===== config.mk =====
export PLATFORM = sky130hd
export DESIGN_NAME = rx_fsm
export DESIGN_NICKNAME = d
export VERILOG_FILES = /design/src/rtl/doce_pkg.sv /design/src/rtl/rx_out_reg.sv /design/src/rtl/rx_fsm.sv
export SDC_FILE = /design/constraint.sdc
export NUM_CORES = 1
export LEC_CHECK = 0
export BUFFER_PORTS_ARGS = -buffer_cell sky130_fd_sc_hd__buf_2
export CORE_ASPECT_RATIO = 0.9
export CORE_MARGIN = 2
export CORE_UTILIZATION = 45
export CTS_CLUSTER_DIAMETER = 50
export DETAILED_ROUTE_END_ITERATION = 10
export GPL_TIMING_DRIVEN = 1
export PLACE_DENSITY = 0.71
export REMOVE_ABC_BUFFERS = 1
export SLEW_MARGIN = 25
export SYNTH_ARGS = -nofsm -noshare
export SYNTH_HDL_FRONTEND = slang
export SYNTH_HIERARCHICAL = 1
export SYNTH_SLANG_ARGS = --single-unit

===== constraint.sdc =====
create_clock -name user_clk -period 3 [get_ports user_clk]
set_clock_uncertainty 0.05 [all_clocks]
set_input_delay 0.15 -clock user_clk [delete_from_list [all_inputs] [get_ports user_clk]]
set_output_delay 0.15 -clock user_clk [all_outputs]
set_load 0.03 [all_outputs]

===== src/rtl/doce_pkg.sv =====
// doce_pkg: DoCE header layout, shared constants, receive FSM states and a saturating counter helper.
package doce_pkg;
  localparam int DST_LSB = 0;
  localparam int SRC_LSB = 48;
  localparam int LEN_LSB = 96;
  localparam int SEQ_LSB = 112;
  localparam logic [47:0] MAC_BCAST = 48'hFFFF_FFFF_FFFF;
  localparam logic [15:0] LEN_OVERHEAD = 16'd2;
  typedef enum logic [1:0] {HDR, FWD, DROP} rx_state_e;
  function automatic logic [31:0] sat_inc(input logic [31:0] c);
    return &c ? c : c + 32'd1;
  endfunction
endpackage


===== src/rtl/rx_out_reg.sv =====
// rx_out_reg: 1-deep AXI-Stream register slice carrying data, keep, last and user.
module rx_out_reg #(
  parameter int DW = 16
) (
  input  logic          clk,
  input  logic          rst,
  input  logic [DW*8-1:0] in_data_i,
  input  logic [DW-1:0] in_keep_i,
  input  logic          in_last_i,
  input  logic [16:0]   in_user_i,
  input  logic          in_valid_i,
  output logic          in_ready_o,
  output logic [DW*8-1:0] out_data_o,
  output logic [DW-1:0] out_keep_o,
  output logic          out_last_o,
  output logic [16:0]   out_user_o,
  output logic          out_valid_o,
  input  logic          out_ready_i
);
  logic [DW*8-1:0] data_q;
  logic [DW-1:0] keep_q;
  logic last_q, valid_q;
  logic [16:0] user_q;
  assign in_ready_o = ~valid_q | out_ready_i;
  assign {out_data_o, out_keep_o, out_last_o, out_user_o, out_valid_o} = {data_q, keep_q, last_q, user_q, valid_q};
  // a push in the same cycle as a pop overwrites the entry, so no bubble is inserted
  always_ff @(posedge clk) begin
    if (rst) begin
      valid_q <= 1'b0;
      data_q <= '0;
      keep_q <= '0;
      last_q <= 1'b0;
      user_q <= '0;
    end else if (in_valid_i && in_ready_o) begin
      valid_q <= 1'b1;
      data_q <= in_data_i;
      keep_q <= in_keep_i;
      last_q <= in_last_i;
      user_q <= in_user_i;
    end else if (out_ready_i) begin
      valid_q <= 1'b0;
    end
  end
endmodule


===== src/rtl/rx_fsm.sv =====
// rx_fsm: parses and strips the DoCE MAC header beat, filters on destination MAC,
// forwards payload with recovered length in tuser, and tracks sequence/drop statistics.
module rx_fsm
  import doce_pkg::*;
#(
  parameter int DATA_WIDTH = 16
) (
  input  logic                    user_clk,
  input  logic                    reset,
  input  logic [DATA_WIDTH*8-1:0] axi_str_tdata_from_router,
  input  logic [DATA_WIDTH-1:0]   axi_str_tkeep_from_router,
  input  logic                    axi_str_tvalid_from_router,
  input  logic                    axi_str_tlast_from_router,
  output logic                    axi_str_tready_to_router,
  output logic [DATA_WIDTH*8-1:0] axi_str_tdata_to_trans,
  output logic [DATA_WIDTH-1:0]   axi_str_tkeep_to_trans,
  output logic                    axi_str_tvalid_to_trans,
  output logic                    axi_str_tlast_to_trans,
  output logic [16:0]             axi_str_tuser_to_trans,
  input  logic                    axi_str_tready_from_trans,
  input  logic [47:0]             doce_mac_addr,
  output logic [47:0]             rx_src_mac_addr,
  output logic [31:0]             pkt_recv_cnt,
  output logic [31:0]             pkt_drop_cnt,
  output logic [31:0]             seq_err_cnt
);
  rx_state_e state_q;
  logic [16:0] tuser_q;
  logic [47:0] src_q;
  logic [31:0] recv_q, drop_q, err_q;
  logic [15:0] exp_q;
  logic synced_q;
  logic out_rdy, rx_fire, hit;
  logic [47:0] hdr_dst, hdr_src;
  logic [15:0] hdr_len, hdr_seq, len_adj;
  assign hdr_dst = axi_str_tdata_from_router[DST_LSB +: 48];
  assign hdr_src = axi_str_tdata_from_router[SRC_LSB +: 48];
  assign hdr_len = {axi_str_tdata_from_router[LEN_LSB +: 8], axi_str_tdata_from_router[LEN_LSB+8 +: 8]};
  assign hdr_seq = axi_str_tdata_from_router[SEQ_LSB +: 16];
  assign len_adj = hdr_len - LEN_OVERHEAD;
  assign hit = (hdr_dst == doce_mac_addr) || (hdr_dst == MAC_BCAST);
  assign axi_str_tready_to_router = (state_q == FWD) ? out_rdy : 1'b1;
  assign rx_fire = axi_str_tvalid_from_router && axi_str_tready_to_router;
  assign {rx_src_mac_addr, pkt_recv_cnt, pkt_drop_cnt, seq_err_cnt} = {src_q, recv_q, drop_q, err_q};
  rx_out_reg #(.DW(DATA_WIDTH)) u_out (
    .clk         (user_clk),
    .rst         (reset),
    .in_data_i   (axi_str_tdata_from_router),
    .in_keep_i   (axi_str_tkeep_from_router),
    .in_last_i   (axi_str_tlast_from_router),
    .in_user_i   (tuser_q),
    .in_valid_i  (axi_str_tvalid_from_router && state_q == FWD),
    .in_ready_o  (out_rdy),
    .out_data_o  (axi_str_tdata_to_trans),
    .out_keep_o  (axi_str_tkeep_to_trans),
    .out_last_o  (axi_str_tlast_to_trans),
    .out_user_o  (axi_str_tuser_to_trans),
    .out_valid_o (axi_str_tvalid_to_trans),
    .out_ready_i (axi_str_tready_from_trans)
  );
  // runt headers (tlast on the header beat) are dropped even when the MAC matches
  always_ff @(posedge user_clk) begin
    if (reset) begin
      state_q <= HDR;
      tuser_q <= '0;
      src_q <= '0;
      recv_q <= '0;
      drop_q <= '0;
      err_q <= '0;
      exp_q <= '0;
      synced_q <= 1'b0;
    end else begin
      case (state_q)
        HDR: if (rx_fire) begin
          if (axi_str_tlast_from_router) begin
            drop_q <= sat_inc(drop_q);
          end else if (hit) begin
            state_q <= FWD;
            recv_q <= sat_inc(recv_q);
            src_q <= hdr_src;
            tuser_q <= {len_adj[12:0], 4'b0};
            synced_q <= 1'b1;
            exp_q <= hdr_seq + 16'd1;
            if (synced_q && hdr_seq != exp_q) err_q <= sat_inc(err_q);
          end else begin
            state_q <= DROP;
            drop_q <= sat_inc(drop_q);
          end
        end
        FWD, DROP: if (rx_fire && axi_str_tlast_from_router) state_q <= HDR;
        default: state_q <= HDR;
      endcase
    end
  end
endmodule


---- After elaboration in Yosys (flattened, before gate mapping) ----
Index checks and enable logic that the tools add are counted.
cells by class
  reductions and logical operators ........ 17
  bitwise gates (word level) .............. 5
  equal/unequal tests ..................... 9
  add/subtract/negate cells ............... 5
  mux-type cells .......................... 11
operator list
  operator                 number
  $add A32 B1 Y32 const B  3
  $mux W32                 3
  $reduce_and A32 Y1       3
  $eq A48 B48 Y1           1
  $eq A48 B48 Y1 const B   1
  $add A16 B1 Y16 const B  1
  $ne A16 B16 Y1           1
  $sub A13 B2 Y13 const B  1
  $mux W2                  4
  $ne A2 B2 Y1 const B     4
  $reduce_and A3 Y1        2
  $reduce_and A6 Y1        1
  $logic_and A1 B1 Y1      5
  $reduce_and A5 Y1        1
  $not A1 Y1               4
  $pmux W2 S2              1
  $reduce_and A4 Y1        1
  $mux W1                  3
  $eq A2 B1 Y1 const B     1
  $eq A2 B2 Y1 const B     1
  $logic_not A2 Y1         1
  $reduce_bool A2 Y1       1
  $reduce_or A2 Y1         1
  $logic_or A1 B1 Y1       1
  $or A1 B1 Y1             1
word-level totals
  input port bits ......................... 197
  logic and storage cells ................. 60
  bits in registers ....................... 335
  output and inout bits ................... 308

---- Longest topological paths before layout ----
  word-level depth ........................ 7
  mapped depth ............................ 11
  depth with buffers taken out ............ 9

---- Cells and area by module ----
Netlist, hierarchy kept.
modules (own cells, without submodules)
  module      cells each  instances  seq. area each (um2)  area each (um2)
  rx_fsm      1075        1          3523.4                8735.9
  rx_out_reg  742         1          3263.1                8211.6

---- Worst setup path before layout ----
No wires, ideal clock.
  path type ............................... reg-to-reg
  start point ............................. register u_out.valid_q, in the netlist u_out/out_valid_o
  end point ............................... register drop_q[21], in the netlist pkt_drop_cnt[21]
  cell stages (with the launch flop) ...... 11
  library setup time ...................... 0.070 ns
  setup slack ............................. 0.344 ns
  data arrival time ....................... 2.536 ns
  clock period less this slack ............ 2.656 ns
  data required time ...................... 2.880 ns
  path buffers ............................ 2
  path through ............................ dfxtp_1 -> nand2b_4 -> buf_6 -> buf_2 -> nand2b_1 -> and3_1 -> nand2_1 -> a31oi_1 -> o211ai_1 -> or4_1 -> a21oi_1
on the way
  word-level cells in the longest chain between the ends .. 5
ends and longest elaborated chain
  item                                line              text
  start, declared                     rx_out_reg.sv:22  logic last_q, valid_q;
  start signal, assigned              rx_out_reg.sv:29  valid_q <= 1'b0;
  start signal, assigned              rx_out_reg.sv:35  valid_q <= 1'b1;
  start signal, assigned              rx_out_reg.sv:41  valid_q <= 1'b0;
  $not A1 Y1                          rx_out_reg.sv:24  assign in_ready_o = ~valid_q | out_ready_i;
  $or A1 B1 Y1                        rx_out_reg.sv:24
  named net out_rdy                   rx_fsm.sv:33      logic out_rdy, rx_fire, hit;
  $mux W1                             rx_fsm.sv:42      assign axi_str_tready_to_router = (state_q == FWD) ? out_rdy : 1'b1;
  named net axi_str_tready_to_router  rx_fsm.sv:14      output logic axi_str_tready_to_router,
  $logic_and A1 B1 Y1                 rx_fsm.sv:43      assign rx_fire = axi_str_tvalid_from_router && axi_str_tready_to_router;
  $reduce_and A3 Y1 (no line)         --
  end signal, assigned                rx_fsm.sv:76      drop_q <= sat_inc(drop_q);
  end signal, assigned                rx_fsm.sv:87      drop_q <= sat_inc(drop_q);
  end, declared                       rx_fsm.sv:30      logic [31:0] recv_q, drop_q, err_q;
The timed path passes the listed nets, and every way through them passes these cells.
A chain may end at the register's enable or synchronous reset.

---- Final worst setup path ----
  start point ............................. input axi_str_tdata_from_router[29]
  end point ............................... register err_q[9], in the netlist seq_err_cnt[9]
on the way
  word-level cells in the longest chain between the ends .. 3
ends and longest elaborated chain
  item                             line          text
  start, declared                  rx_fsm.sv:10  input logic [DATA_WIDTH*8-1:0] axi_str_tdata_from_router,
  $eq A48 B48 Y1                   rx_fsm.sv:41  assign hit = (hdr_dst == doce_mac_addr) || (hdr_dst == MAC_BCAST);
  $logic_or A1 B1 Y1 (*)           rx_fsm.sv:41
  $reduce_and A6 Y1 (no line) (*)  --
  end signal, assigned             rx_fsm.sv:84  if (synced_q && hdr_seq != exp_q) err_q <= sat_inc(err_q);
  end, declared                    rx_fsm.sv:30
Mark *: on every way between the ends. The rest lies on a longest branch, timed or not.

==> out/qor.log <==
qor: floorplan.floorplan.die.width 208.6 um
qor: timing.worst_case_headroom_to_the_max_slew_limit 0.2729
qor: final_layout.filler_cell_count 3134
qor: final_layout.drive_above_1_share 0.3665
qor: timing.finalHoldViolCount 2
qor: timing.slew_at_the_pin_closest_to_its_max_slew_limit 1.091 ns
qor: final_layout.fin_util 0.6043
qor: synth.synthesis.yosys.warnings 6
qor: synth.top_cells_by_area_in_the_synthesized_netlist dfxtp_1 40%, a21bo_1 6.6%, nand3_2 6.1%, a21oi_1 5.4%, a21oi_2 5.2%
qor: floorplan.ioPinCount 505
qor: setup_path.critPathCaptureType register
qor: hold_path.hold_end pkt_recv_cnt[16]$_SDFFE_PP0P_
qor: grt.first_pass_grt_wire_length 85.50 mm
qor: timing.report.final.slew_viol_count 0
qor: timing.period_minus_slack 2.828 ns
qor: final_layout.mostFrequentLayoutCell buf_2
qor: grt.antenna_found_initial 3
qor: clock_network.clkSlewWorstSetupHoldPaths 0.06 ns
qor: detailed_routing.wl_per_cell 18.69 um
qor: setup_path.regToRegEndpoint seq_err_cnt[23]$_SDFFE_PP0P_
qor: place.worst_setup_slack_before_clock_tree_synthesis -0.1759 ns
qor: synth.mapped_cell_area 0.01695 mm^2
qor: clock_network.cts_sinks 339
qor: synth.syn-mean-instance-area 9.327 um^2
qor: floorplan.die_height 188.1 um
qor: timing.setup-violations-final 0
qor: final_layout.synthToLayoutAreaGrowth 32.72%
qor: clock_network.post-cts-setup-buffers 0
qor: pwr.powerDensity 461.5 mW/mm^2
qor: clock_network.tritoncts yes
qor: final_layout.most-common-layout-cells 503 x buf_2, 339 x dfxtp_1, 184 x a21oi_1
qor: timing.max_freq 353.7 MHz
qor: setup_path.crit-reg2reg-launch state_q[1]$_SDFFE_PP0P_
qor: clock_network.clk_latency 0.54 ns
qor: clock_network.deepest_clock_path_buffer_count 3
qor: synth.postSynth.asyncResetShare 0
qor: hold_path.hp-start reset
qor: synth.synthesis.instances 1817
qor: place.gp_weighted_congestion 0.8992
qor: synth.yosysUniqueCellTypes 53
qor: timing.rsz0062_at_grt false
qor: detailed_routing.wirelength 54.74 mm
qor: hold_path.min_delay_path_depth 2
qor: grt.gr-usage-all-layers 0.2667
qor: timing.worst_slack 0.1724 ns
qor: grt.first_global_vias 15980
qor: grt.global_route.peak_usage_layer met2
qor: synth.synth-seq-cells 339
qor: pwr.vdd_ir_drop_max 0.3592 mV
qor: floorplan.floorplan.rows 67
qor: setup_path.r2r.worst_path.cells 8
qor: detailed_routing.drt_first_iter_violations 1235
qor: detailed_routing.drtPass1Iterations 6
qor: pwr.total_leakage_power 8.834 nW
qor: timing.whs -0.0009819 ns
qor: floorplan.core_area 0.03722 mm^2
qor: place.port_buffers 504
qor: outcome.outcome finished, violations left
qor: setup_path.timing.reg2reg.setup_slack 0.36 ns
qor: setup_path.timing_worst_setup_path_type input pin to register
qor: place.place.detailed.hpwl 37.15 mm
qor: setup_path.crit_arrival 3.24 ns
qor: timing.layout_worst_path_cycle_share 0.9425
qor: setup_path.setup.worst_path.start_class input pin
qor: clock_network.htree_levels 2
qor: setup_path.cp_max_fo 22
qor: hold_path.hold_path_class input pin to register
qor: detailed_routing.vias_per_cell 5.564
qor: floorplan.fp.dieArea 0.03923 mm^2
qor: grt.grt_max_degree 204
qor: grt.grt.met3_usage 0.06699
qor: floorplan.start_util 0.4553
qor: flow_run.maxCapViolations 0
qor: detailed_routing.vias 16290
qor: final_layout.post_layout_nonfiller_instances 2928
qor: clock_network.clockRootBuffer clkbuf_16
qor: grt.grt.overflow.total 0
qor: synth.synth_enable_flop_cells 0
qor: setup_path.critical_path_rt 3.41 ns
qor: synth.synth_top_area_cell dfxtp_1
qor: detailed_routing.drcViolationCount 0
qor: grt.grt_util_met2 0.4458
qor: synth.synth_seq_area_share 0.4004
qor: pwr.fin_total_pwr 10.38 mW
qor: place.dp.cells 2706
qor: outcome.violated_checks hold timing
qor: detailed_routing.drt.antenna.violating_nets 0
qor: synth.synthFlopType dfxtp_1
qor: synth.synth_top_area_frac 0.4004
qor: clock_network.cts_buffers 42
qor: grt.global_route.usage.met1 0.3225
qor: final_layout.number_of_nets_in_the_finished_design 2616
## sequential cells by signal (all words and copies together) (netlist names)
name	cells
rx_src_mac_addr	48
u_out/out_keep_o	16
tuser_q	13
state_q	2
exp_q	16
u_out/out_last_o	1
u_out/out_user_o	17
u_out/out_valid_o	1
synced_q	1
seq_err_cnt	32
u_out/out_data_o	128
pkt_drop_cnt	32
pkt_recv_cnt	32
## worst max-delay path by stage
| stage | start | to | depth (start not counted) |
|---|---|---|---|
| 2_1_floorplan | state_q[1]$_SDFFE_PP0P_ | u_out/out_data_o[27]$_SDFFE_PP0P_ | 5 |
| 3_3_place_gp | axi_str_tdata_from_router[24] | seq_err_cnt[23]$_SDFFE_PP0P_ | 9 |
| 3_5_place_dp | axi_str_tdata_from_router[24] | seq_err_cnt[9]$_SDFFE_PP0P_ | 10 |
| 4_1_cts | axi_str_tdata_from_router[0] | seq_err_cnt[9]$_SDFFE_PP0P_ | 12 |
| 5_1_grt | axi_str_tdata_from_router[29] | seq_err_cnt[21]$_SDFFE_PP0P_ | 11 |
| 6_report | axi_str_tdata_from_router[29] | seq_err_cnt[9]$_SDFFE_PP0P_ | 12 |
## power breakdown
group	switching [mW]	leakage, nW	internal (mW)
clock	2.03	0.695	3.17
combinational	0.353	5.41	0.322
sequential	0.00624	2.73	4.51
total	2.39	8.83	8.00
## worst max-delay path, stage by stage
cell and delay [ns]:
dlygate4sd3_1 0.56, buf_2 0.16, xor2_1 0.14, nor4_1 0.28
buf_4 0.16, nand4_1 0.20, o31ai_4 0.40, buf_12 0.19
nand3_1 0.13, buf_12 0.23, or4_1 0.47, a21oi_1 0.17
## cells in the mapped netlist (29+ instances only)
cell and number:
dfxtp_1 339, a21oi_1 184, nand2_1 144, a21bo_1 112
nand3_1 107, nand3_2 104, a21oi_2 100, nor2_1 72
xor2_1 64, clkbuf_1 55, a21bo_2 50, nand4_1 46
o21ai_0 46, or3_1 45, xnor2_1 37, buf_2 35
buf_6 29
## what timing repair did
| item | 4_1_cts | 5_1_grt |
|---|---|---|
| hold buffers | 145 | 0 |
| gates resized for setup | 0 | 0 |
| endpoints found under the hold margin | 221 | 0 |
## through the flow
step / TNS, ns / area [um^2]
6_report: 0 / 22490
3_5_place_dp: -1.819 / 19600
4_1_cts: 0 / 22490
3_3_place_gp: -0.9543 / 19600
2_1_floorplan: -1215.60 / 15920
5_1_grt: 0 / 22490
## per-layer routing
metal / vias to the layer above / share of wire / routed length [um]
met2: 673 / 0.47 / 25490
met4: 2 / 0.042 / 2315
met5: - / 0.00013 / 7
li1: 7732 / - / -
met3: 149 / 0.076 / 4160
met1: 7734 / 0.42 / 22760
## logic make-up (layout without fill, tap and decap cells)
group	count (synthesis)	count (layout)	share of synthesized area
and+or+nand+nor	639	639	0.2236
DFF	339	339	0.4004
adders and majority gates	7	7	0.005168
xor gates and xnor gates	101	101	0.05220
buffers and inverters	162	784	0.06489
muxes	13	13	0.008417
other	1	7	0.0002213
AOI/OAI and AO/OA	555	555	0.2450
## final cells by class
| class | instances | area, um^2 | share of cell area |
|---|---|---|---|
| inverter | 17 | 63.81 | 0.002837 |
| antenna | 3 | 7.507 | 0.0003338 |
| multi-input combinational | 1319 | 9082 | 0.4038 |
| tap | 483 | 604.3 | 0.02687 |
| clock inverter | 17 | 235.2 | 0.01046 |
| clock buffer | 57 | 1199 | 0.05329 |
| sequential | 339 | 6787 | 0.3017 |
| timing repair buffer | 693 | 4514 | 0.2007 |
Note: power is estimated with default switching activity, not from simulation.
